==> config.mk <==
export PLATFORM = sky130hd
export DESIGN_NAME = wb_arbiter
export DESIGN_NICKNAME = d
export VERILOG_FILES = /design/src/rtl/wb_arbiter_pkg.sv /design/src/rtl/wb_queue.sv /design/src/rtl/wb_arbiter.sv
export SDC_FILE = /design/constraint.sdc
export NUM_CORES = 1
export LEC_CHECK = 0
export ABC_AREA = 1
export CORE_MARGIN = 2
export CORE_UTILIZATION = 45
export DETAILED_ROUTE_END_ITERATION = 7
export PLACE_DENSITY = 0.77
export SLEW_MARGIN = 25
export SYNTH_ARGS = -nofsm -noshare
export SYNTH_HDL_FRONTEND = slang
export SYNTH_HIERARCHICAL = 1
export SYNTH_SLANG_ARGS = --single-unit
==> constraint.sdc <==
create_clock -name clk -period 3 [get_ports clk]
set_input_delay 0.6 -clock clk [delete_from_list [all_inputs] [get_ports clk]]
set_output_delay 0.6 -clock clk [all_outputs]
set_load 0.02 [all_outputs]
==> src/rtl/wb_arbiter_pkg.sv <==
// Shared types for the write-back arbiter: which source owns the regfile
// write port in a given cycle.
package wb_arbiter_pkg;

  typedef enum logic [1:0] {
    SRC_IDLE  = 2'd0,
    SRC_PIPE  = 2'd1,
    SRC_QUEUE = 2'd2
  } wb_src_e;

  function automatic logic is_live_reg(input logic [31:0] wreg);
    return wreg != 32'd0;
  endfunction

endpackage

==> src/rtl/wb_queue.sv <==
// Long-latency result queue: FIFO with a per-entry valid bit, squash of all
// entries targeting a given register, and a CAM-style match for hazard lookup.
module wb_queue #(
  parameter int WIDTH  = 32,
  parameter int ADDR   = 5,
  parameter int QDEPTH = 4
) (
  input  logic             clk,
  input  logic             reset,
  input  logic             push,
  input  logic [ADDR-1:0]  push_wreg,
  input  logic [WIDTH-1:0] push_wdata,
  input  logic             pop,
  input  logic             squash,
  input  logic [ADDR-1:0]  squash_wreg,
  input  logic [ADDR-1:0]  match_wreg,
  output logic             empty,
  output logic             full,
  output logic             head_valid,
  output logic [ADDR-1:0]  head_wreg,
  output logic [WIDTH-1:0] head_wdata,
  output logic             any_valid,
  output logic             match
);

  localparam int PW = $clog2(QDEPTH);

  logic [QDEPTH-1:0] valid_q;
  logic [ADDR-1:0]   wreg_q  [QDEPTH];
  logic [WIDTH-1:0]  wdata_q [QDEPTH];
  logic [PW-1:0]     head_q;
  logic [PW-1:0]     tail_q;
  logic [PW:0]       count_q;
  logic              push_ok;
  logic              pop_ok;

  assign empty      = (count_q == '0);
  assign full       = (count_q == (PW+1)'(QDEPTH));
  assign push_ok    = push && !full;
  assign pop_ok     = pop && !empty;
  assign head_valid = valid_q[head_q];
  assign head_wreg  = wreg_q[head_q];
  assign head_wdata = wdata_q[head_q];
  assign any_valid  = |valid_q;

  // Storage update: squash existing entries first, so a same-cycle push survives.
  always_ff @(posedge clk) begin
    if (reset) begin
      valid_q <= '0;
      head_q  <= '0;
      tail_q  <= '0;
      count_q <= '0;
    end else begin
      for (int i = 0; i < QDEPTH; i++) begin
        if (squash && wreg_q[i] == squash_wreg) valid_q[i] <= 1'b0;
      end
      if (pop_ok) begin
        valid_q[head_q] <= 1'b0;
        head_q          <= head_q + PW'(1);
      end
      if (push_ok) begin
        valid_q[tail_q] <= 1'b1;
        wreg_q[tail_q]  <= push_wreg;
        wdata_q[tail_q] <= push_wdata;
        tail_q          <= tail_q + PW'(1);
      end
      count_q <= count_q + (PW+1)'(push_ok) - (PW+1)'(pop_ok);
    end
  end

  // Pending-write lookup across all live entries.
  always_comb begin
    match = 1'b0;
    for (int i = 0; i < QDEPTH; i++) begin
      if (valid_q[i] && wreg_q[i] == match_wreg) match = 1'b1;
    end
  end

endmodule

==> src/rtl/wb_arbiter.sv <==
// Write-back arbiter: merges in-order pipeline results with queued
// long-latency results onto the single regfile write port, with a starvation
// stall so the queue always drains eventually.
module wb_arbiter
  import wb_arbiter_pkg::*;
#(
  parameter  int WIDTH        = 32,
  parameter  int DEPTH        = 32,
  parameter  int QDEPTH       = 4,
  parameter  int STARVE_LIMIT = 8,
  localparam int ADDR         = $clog2(DEPTH)
) (
  input  logic             clk,
  input  logic             reset,
  input  logic             pipe_we,
  input  logic [ADDR-1:0]  pipe_wreg,
  input  logic [WIDTH-1:0] pipe_wdata,
  input  logic             lu_valid,
  output logic             lu_ready,
  input  logic [ADDR-1:0]  lu_wreg,
  input  logic [WIDTH-1:0] lu_wdata,
  input  logic [ADDR-1:0]  pend_qreg,
  output logic             pend_hit,
  output logic             stall_req,
  output logic             rf_enable,
  output logic [ADDR-1:0]  rf_wreg,
  output logic [WIDTH-1:0] rf_wdata
);

  localparam int SW = $clog2(STARVE_LIMIT) + 1;

  wb_src_e          src;
  logic             pipe_live;
  logic             q_empty;
  logic             q_full;
  logic             q_head_valid;
  logic [ADDR-1:0]  q_head_wreg;
  logic [WIDTH-1:0] q_head_wdata;
  logic             q_any_valid;
  logic             q_match;
  logic             q_push;
  logic [SW-1:0]    starve_q;

  assign pipe_live = pipe_we && is_live_reg(32'(pipe_wreg));
  assign lu_ready  = !reset && !q_full;
  assign q_push    = lu_valid && lu_ready && is_live_reg(32'(lu_wreg));
  assign pend_hit  = !reset && is_live_reg(32'(pend_qreg)) &&
                     (q_match || (rf_enable && rf_wreg == pend_qreg));

  // Port owner for this cycle; a pending stall forces the queue ahead of the pipe.
  always_comb begin
    src = SRC_IDLE;
    if (stall_req) begin
      if (!q_empty) src = SRC_QUEUE;
    end else if (pipe_live) begin
      src = SRC_PIPE;
    end else if (!q_empty) begin
      src = SRC_QUEUE;
    end
  end

  wb_queue #(
    .WIDTH  (WIDTH),
    .ADDR   (ADDR),
    .QDEPTH (QDEPTH)
  ) u_queue (
    .clk         (clk),
    .reset       (reset),
    .push        (q_push),
    .push_wreg   (lu_wreg),
    .push_wdata  (lu_wdata),
    .pop         (src == SRC_QUEUE),
    .squash      (src == SRC_PIPE),
    .squash_wreg (pipe_wreg),
    .match_wreg  (pend_qreg),
    .empty       (q_empty),
    .full        (q_full),
    .head_valid  (q_head_valid),
    .head_wreg   (q_head_wreg),
    .head_wdata  (q_head_wdata),
    .any_valid   (q_any_valid),
    .match       (q_match)
  );

  // Register the winning write and track how long live queue entries have waited.
  always_ff @(posedge clk) begin
    if (reset) begin
      rf_enable <= 1'b0;
      rf_wreg   <= '0;
      rf_wdata  <= '0;
      stall_req <= 1'b0;
      starve_q  <= '0;
    end else begin
      stall_req <= 1'b0;
      case (src)
        SRC_PIPE: begin
          rf_enable <= 1'b1;
          rf_wreg   <= pipe_wreg;
          rf_wdata  <= pipe_wdata;
          if (!q_any_valid) begin
            starve_q <= '0;
          end else if (starve_q == SW'(STARVE_LIMIT - 1)) begin
            stall_req <= 1'b1;
            starve_q  <= '0;
          end else begin
            starve_q <= starve_q + SW'(1);
          end
        end
        SRC_QUEUE: begin
          rf_enable <= q_head_valid;
          if (q_head_valid) begin
            rf_wreg  <= q_head_wreg;
            rf_wdata <= q_head_wdata;
          end
          starve_q <= '0;
        end
        default: begin
          rf_enable <= 1'b0;
          starve_q  <= '0;
        end
      endcase
    end
  end

endmodule

==> flow_summary.json, run 1 <==
{
  "synth-seq-area-share_pct": 61.6,
  "vias": 6925,
  "synth_nets": 1007,
  "slowest_delay_ps": 420,
  "critPathKind": "primary input to register",
  "setup.worst_path.end_class": "register",
  "pin_count": 124,
  "ir_drop_mv": 0.468,
  "path_cells": "clkdlybuf4s50_1 -> nor3_1 -> buf_4 -> nand3_1 -> nand3_2 -> nand2_1 -> inv_1 -> ha_2 -> nand2_2 -> inv_2 -> ha_1 -> inv_1 -> ha_1 -> inv_1 -> fa_1 -> or2_2 -> a21oi_1",
  "path_common_cell": "inv_1",
  "p_clk_share_pct": 31.6,
  "netSwitchingPower_mw": 2.39,
  "cellPowerDensity_nw_per_um2": 710,
  "cap_viol_max_count": 0,
  "area.growth.synth_to_final_pct": 26.5,
  "critPathCapture": "u_queue/count_q[2]",
  "synth.avg_cell_area_sq_um": 9.92,
  "path_clk_slew_ps": 60,
  "synth_top_area_share_pct": 49.2,
  "cpMaxStageDelayCell": "clkdlybuf4s50_1",
  "grt_usage_pct": 19.9,
  "power.leakage_nw": 4.72,
  "timing.rr.start": "u_queue/count_q[1]",
  "wl_microns": 21500,
  "crit_fanout": 3,
  "synth_edf_count": 148,
  "rsz0062_at_grt": "false",
  "grt_remaining_overflow": 0,
  "maxSlewHeadroom_pct": 47.2,
  "vias_per_cell": 5.19,
  "grt_max_degree": 79,
  "ys_seq_elements": 204,
  "cts.sinks": 204,
  "slew_violations": 0,
  "r2r_slack_ps": 600,
  "switching_share_pct": 29.5,
  "pwr-share-seq_pct": 42.6,
  "fp.dieW_microns": 146,
  "cts-hold-fix-buffers": 0,
  "hold_viol": 0,
  "diodes": 0,
  "htree_levels": 1,
  "clockBufferDepth": 3,
  "grt_pass1_vias": 6705,
  "cts_tree": "done",
  "clock.fmax_mhz": 354,
  "clk_latency_ps": 500,
  "ys_warn_count": 6,
  "dieArea_sq_um": 21200,
  "worstReg2RegEnd": "u_queue/count_q[2]",
  "ant_nets": 0,
  "min_period_ps": 2830,
  "final_layout_size_suffix_gt1_share_pct": 8.04,
  "cts_buffers": 21,
  "syn-instance-count": 910,
  "fin_util_pct": 58.3,
  "drtIter0Drc": 458,
  "yosysTopAreaCell": "edfxtp_1",
  "synth_most_common_cell": "nand2_1",
  "finalSetupViolations": 0,
  "p_comb_share_pct": 25.8,
  "clock_tree.root_cell": "clkbuf_16",
  "cp.required_ps": 3420,
  "worstMarginPinSlew_ps": 791,
  "start_util_pct": 46.1,
  "rows": 51,
  "timing.final.crit_share_pct": 94.2,
  "gp_congestion": 0.872,
  "synth_ff_type": "edfxtp_1",
  "netlist_top_cells_count": "nand2_1 (193), edfxtp_1 (148), nor2_1 (118)",
  "worstRegToRegCells": 16,
  "die_h_microns": 146,
  "arrival_ps": 3250,
  "synth.distinct_cells": 31,
  "dp_hpwl_microns": 13800,
  "hold_class": "register to register",
  "antenna_found_initial": 0,
  "whs_ps": 469,
  "grt_pass1_wl_microns": 33900,
  "first_pass_iters": 5,
  "coreArea_sq_um": 19600,
  "p_int_mw": 5.71,
  "synthArstFlopShare_pct": 0,
  "outcome": "finished clean",
  "crit_start": "pipe_wreg[4]",
  "routedWlPerCell_microns": 16.1,
  "drcViolationCount": 0,
  "critPathLaunchType": "primary input",
  "synth_area_leaders": "edfxtp_1 (49%), dfxtp_1 (12%), nand2_1 (8.0%), nor2_1 (4.9%), o21ai_0 (4.8%)",
  "nets": 1152,
  "syn_area_sq_um": 9030,
  "finClkSkew_ps": 18.1,
  "portBuffers": 123
}
-- cell usage in the layout, fill, tap and decap left out, types with 2 or more instances in the layout --
cell and count:
nand4_1 3, a211oi_1 2, nand3_1 49, clkinv_2 2, o21ai_0 86, ha_1 12
o211a_1 32, nor3_1 4, o21ai_1 4, nand2_1 193, clkinv_1 4, nor2_1 118
xnor2_1 2, clkdlybuf4s50_1 121, inv_1 78, inv_2 3, buf_4 36, clkbuf_1 3
dfxtp_1 55, a21oi_1 28, edfxtp_1 148, buf_12 6, clkinvlp_4 3, nand2_2 2
o22ai_1 33, clkbuf_16 23, xor2_1 5
-- final cells by class --
cell class	count	area (sq um)
clock inverter	11	91.3
inverter	83	314
timing repair buffer	165	1620
clock buffer	27	601
fill	1663	8170
sequential	204	5570
multi-input combinational	580	2890
tap	265	332
-- power by group through the flow --
stage	Clock (mW)	Sequential (mW)	Combinational [mW]
6_report	2.56	3.45	2.09
5_1_grt	2.71	3.48	2.29
4_1_cts	2.61	3.45	2.10
3_5_place_dp	0	3.51	2.09
3_3_place_gp	0	3.50	2.05
2_1_floorplan	0	3.69	1.08
-- cells by family after synthesis --
group | after synthesis | synth area share (%)
xor+xnor | 7 | 0.679
simple gates | 372 | 16.4
fa+ha+maj | 14 | 2.02
buf+inv | 126 | 6.51
flops | 204 | 61.6
compound gates | 187 | 12.7
-- flip-flops by register name, summed over array words and instances, names as in the netlist, named ones only --
register,count
u_queue/wdata_q,128
rf_wdata,32
u_queue/wreg_q,20
rf_wreg,5
starve_q,4
u_queue/valid_q,4
u_queue/count_q,3
u_queue/head_q,2
u_queue/tail_q,2
rf_enable,1
stall_req,1
-- routing by layer --
layer | GRT usage (%) | part of all wire [%]
met2 | 33.7 | 47
met4 | 6.37 | 2.8
met1 | 25.6 | 43
met5 | 0 | 0
met3 | 4.23 | 6.7
-- what timing repair did --
action,4_1_cts,5_1_grt
gates resized for setup,1,2
pin swaps,0,0
hold endpoints to repair,0,0
endpoints found under the setup margin,1,2
setup buffers,0,0
-- per-stage QoR --
stage | power [mW] | instance area [sq um] | setup WS [ps] | setup TNS, ps | cells
floorplan | 4.77 | 9030 | 329 | 0 | 910
global placement | 5.55 | 10700 | -314 | -2490 | 1297
detailed placement | 5.59 | 10700 | -369 | -4100 | 1297
CTS | 8.16 | 11400 | 114 | 0 | 1335
global route | 8.48 | 11400 | 14.6 | 0 | 1335
finish | 8.10 | 11400 | 173 | 0 | 1335
-- how the worst min path moves through the flow --
stage	from	end	slack, ps	depth (start not counted)
finish	starve_q[0]	starve_q[0]	470	1
detailed placement	starve_q[3]	starve_q[3]	460	2
global placement	starve_q[0]	starve_q[0]	440	1
global route	starve_q[3]	starve_q[3]	490	2
floorplan	starve_q[0]	starve_q[0]	430	1
CTS	starve_q[3]	starve_q[3]	470	2
-- worst max-delay path: cells and delay by family --
kind / cells / cell delay (ps)
buf+inv: 6 / 780
fa+ha+maj: 4 / 910
compound gates: 1 / 110
simple gates: 6 / 850
Power figures use the tool's default switching activity.
==> inputs of run 2 (changes only) <==
--- a/config.mk
+++ b/config.mk
@@ -10,6 +10,7 @@
 export CORE_UTILIZATION = 45
 export DETAILED_ROUTE_END_ITERATION = 7
 export PLACE_DENSITY = 0.77
+export SKIP_CTS_REPAIR_TIMING = 1
 export SLEW_MARGIN = 25
 export SYNTH_ARGS = -nofsm -noshare
 export SYNTH_HDL_FRONTEND = slang
==> constraint.sdc (replaced) <==
create_clock -name clk -period 2.8 [get_ports clk]
set_input_delay 0.56 -clock clk [delete_from_list [all_inputs] [get_ports clk]]
set_output_delay 0.56 -clock clk [all_outputs]
set_load 0.02 [all_outputs]
==> flow_summary.json, run 2 (synthesis results as in run 1) <==
{
  "dp_hpwl_microns": 14300,
  "routedWlPerCell_microns": 16.3,
  "cts_buffers": 22,
  "clk_latency_ps": 500,
  "fin_util_pct": 58.9,
  "slew_violations": 0,
  "slowest_delay_ps": 480,
  "clock.fmax_mhz": 377,
  "r2r_slack_ps": 400,
  "cp.required_ps": 2240,
  "grt_pass1_vias": 6963,
  "critPathCapture": "pend_hit",
  "ant_nets": 0,
  "drcViolationCount": 0,
  "reg_top3": "u_queue/wdata_q: 128 flops, rf_wdata: 32 flops, u_queue/wreg_q: 20 flops",
  "first_pass_iters": 5,
  "power.leakage_nw": 4.81,
  "nets": 1160,
  "grt_remaining_overflow": 0,
  "critPathLaunchType": "primary input",
  "drtIter0Drc": 418,
  "grt_max_degree": 79,
  "cap_viol_max_count": 0,
  "grt_usage_pct": 20.5,
  "cts_tree": "done",
  "path_common_cell": "nand2_1",
  "worstRegToRegCells": 16,
  "pin_count": 124,
  "diodes": 0,
  "rsz0062_at_grt": "false",
  "portBuffers": 123,
  "dieArea_sq_um": 21200,
  "start_util_pct": 46.1,
  "min_period_ps": 2650,
  "finClkSkew_ps": 9.15,
  "worstMarginPinSlew_ps": 779,
  "crit_family": "buffers and inverters",
  "gp_congestion": 0.902,
  "timing.rr.start": "u_queue/count_q[1]",
  "outcome": "finished clean",
  "maxSlewHeadroom_pct": 48.1,
  "p_total_mw": 8.85,
  "wl_microns": 22000,
  "ir_drop_mv": 0.615,
  "hold_viol": 0,
  "cts.sinks": 204,
  "cpMaxStageDelayCell": "clkdlybuf4s50_1",
  "crit_fanout": 4,
  "finalSetupViolations": 0,
  "arrival_ps": 2090,
  "die_h_microns": 146,
  "final_layout_size_suffix_gt1_share_pct": 9.08,
  "crit_buf_inv": 5,
  "setup.worst_path.end_class": "primary output",
  "path_clk_slew_ps": 60,
  "area.growth.synth_to_final_pct": 27.9,
  "final_common_cell": "nand2_1",
  "vias_per_cell": 5.14,
  "coreArea_sq_um": 19600,
  "clock_tree.root_cell": "clkbuf_16",
  "clockBufferDepth": 3,
  "rows": 51,
  "fp.dieW_microns": 146,
  "largest_register_ffs": 128,
  "critPathKind": "primary input to primary output",
  "worstReg2RegEnd": "u_queue/count_q[2]",
  "vias": 6909,
  "timing.final.crit_share_pct": 94.6,
  "crit_start": "pend_qreg[3]",
  "regMostFlops": "u_queue/wdata_q",
  "final_cell_mix": "nand2_1 (193), edfxtp_1 (148), clkdlybuf4s50_1 (119)",
  "path_cells": "clkdlybuf4s50_1 -> buf_4 -> nand2_1 -> nand2_1 -> nor2_1 -> nand3_1 -> nand2_1 -> inv_1 -> nand2_1 -> inv_1 -> a21oi_1 -> dlymetal6s2s_1",
  "whs_path_depth": 2,
  "hp-start": "starve_q[3]",
  "hold_class": "register to register",
  "antenna_found_initial": 0,
  "htree_levels": 1,
  "cp.depth": 12,
  "grt_pass1_wl_microns": 35000,
  "cellPowerDensity_nw_per_um2": 766
}
==> run 2: worst min path at each step <==
stage | endpoint | slack (ps)
floorplan | starve_q[0] | 430
global placement | starve_q[0] | 440
detailed placement | starve_q[0] | 460
CTS | starve_q[3] | 470
global route | starve_q[3] | 500
finish | starve_q[3] | 470
==> run 2: tightest hold or removal path: stages, from the launching register on <==
cell     delay, ps
dfxtp_1        310
nand2_1         60
a21oi_1         60
==> run 2: power by group <==
group	switching [mW]	total, mW	internal, mW
Clock	1.16	2.87	1.71
Combinational	1.29	2.28	0.982
Sequential	0.156	3.70	3.55
Total	2.61	8.85	6.24
==> run 2: routing by layer <==
| layer | share of wire (%) | track usage, % | up-vias |
|---|---|---|---|
| met5 | 0 | 0 | - |
| met4 | 2.4 | 6.18 | 0 |
| met3 | 6.8 | 4.39 | 41 |
| met2 | 48 | 35.2 | 227 |
| met1 | 43 | 26.2 | 3236 |
| li1 | - | - | 3405 |
==> run 2: layout make-up <==
class / count / area, sq um
multi-input cells: 580 / 2900
well taps: 265 / 332
clock buffers: 27 / 601
clock inverters: 13 / 123
inverters: 83 / 314
flip-flops and latches: 204 / 5570
fillers: 1659 / 8050
repair buffers: 172 / 1710
==> run 2: through the flow <==
step	setup TNS, ps	worst slack (ps)	std cells	instance area (sq um)	hold WS, ps
2_1_floorplan	0	169	910	9030	430
3_3_place_gp	-9760	-469	1304	10800	441
3_5_place_dp	-11250	-532	1304	10800	462
4_1_cts	-269	-229	1344	11500	474
5_1_grt	0	3.93	1344	11500	499
6_report	0	150	1344	11500	468
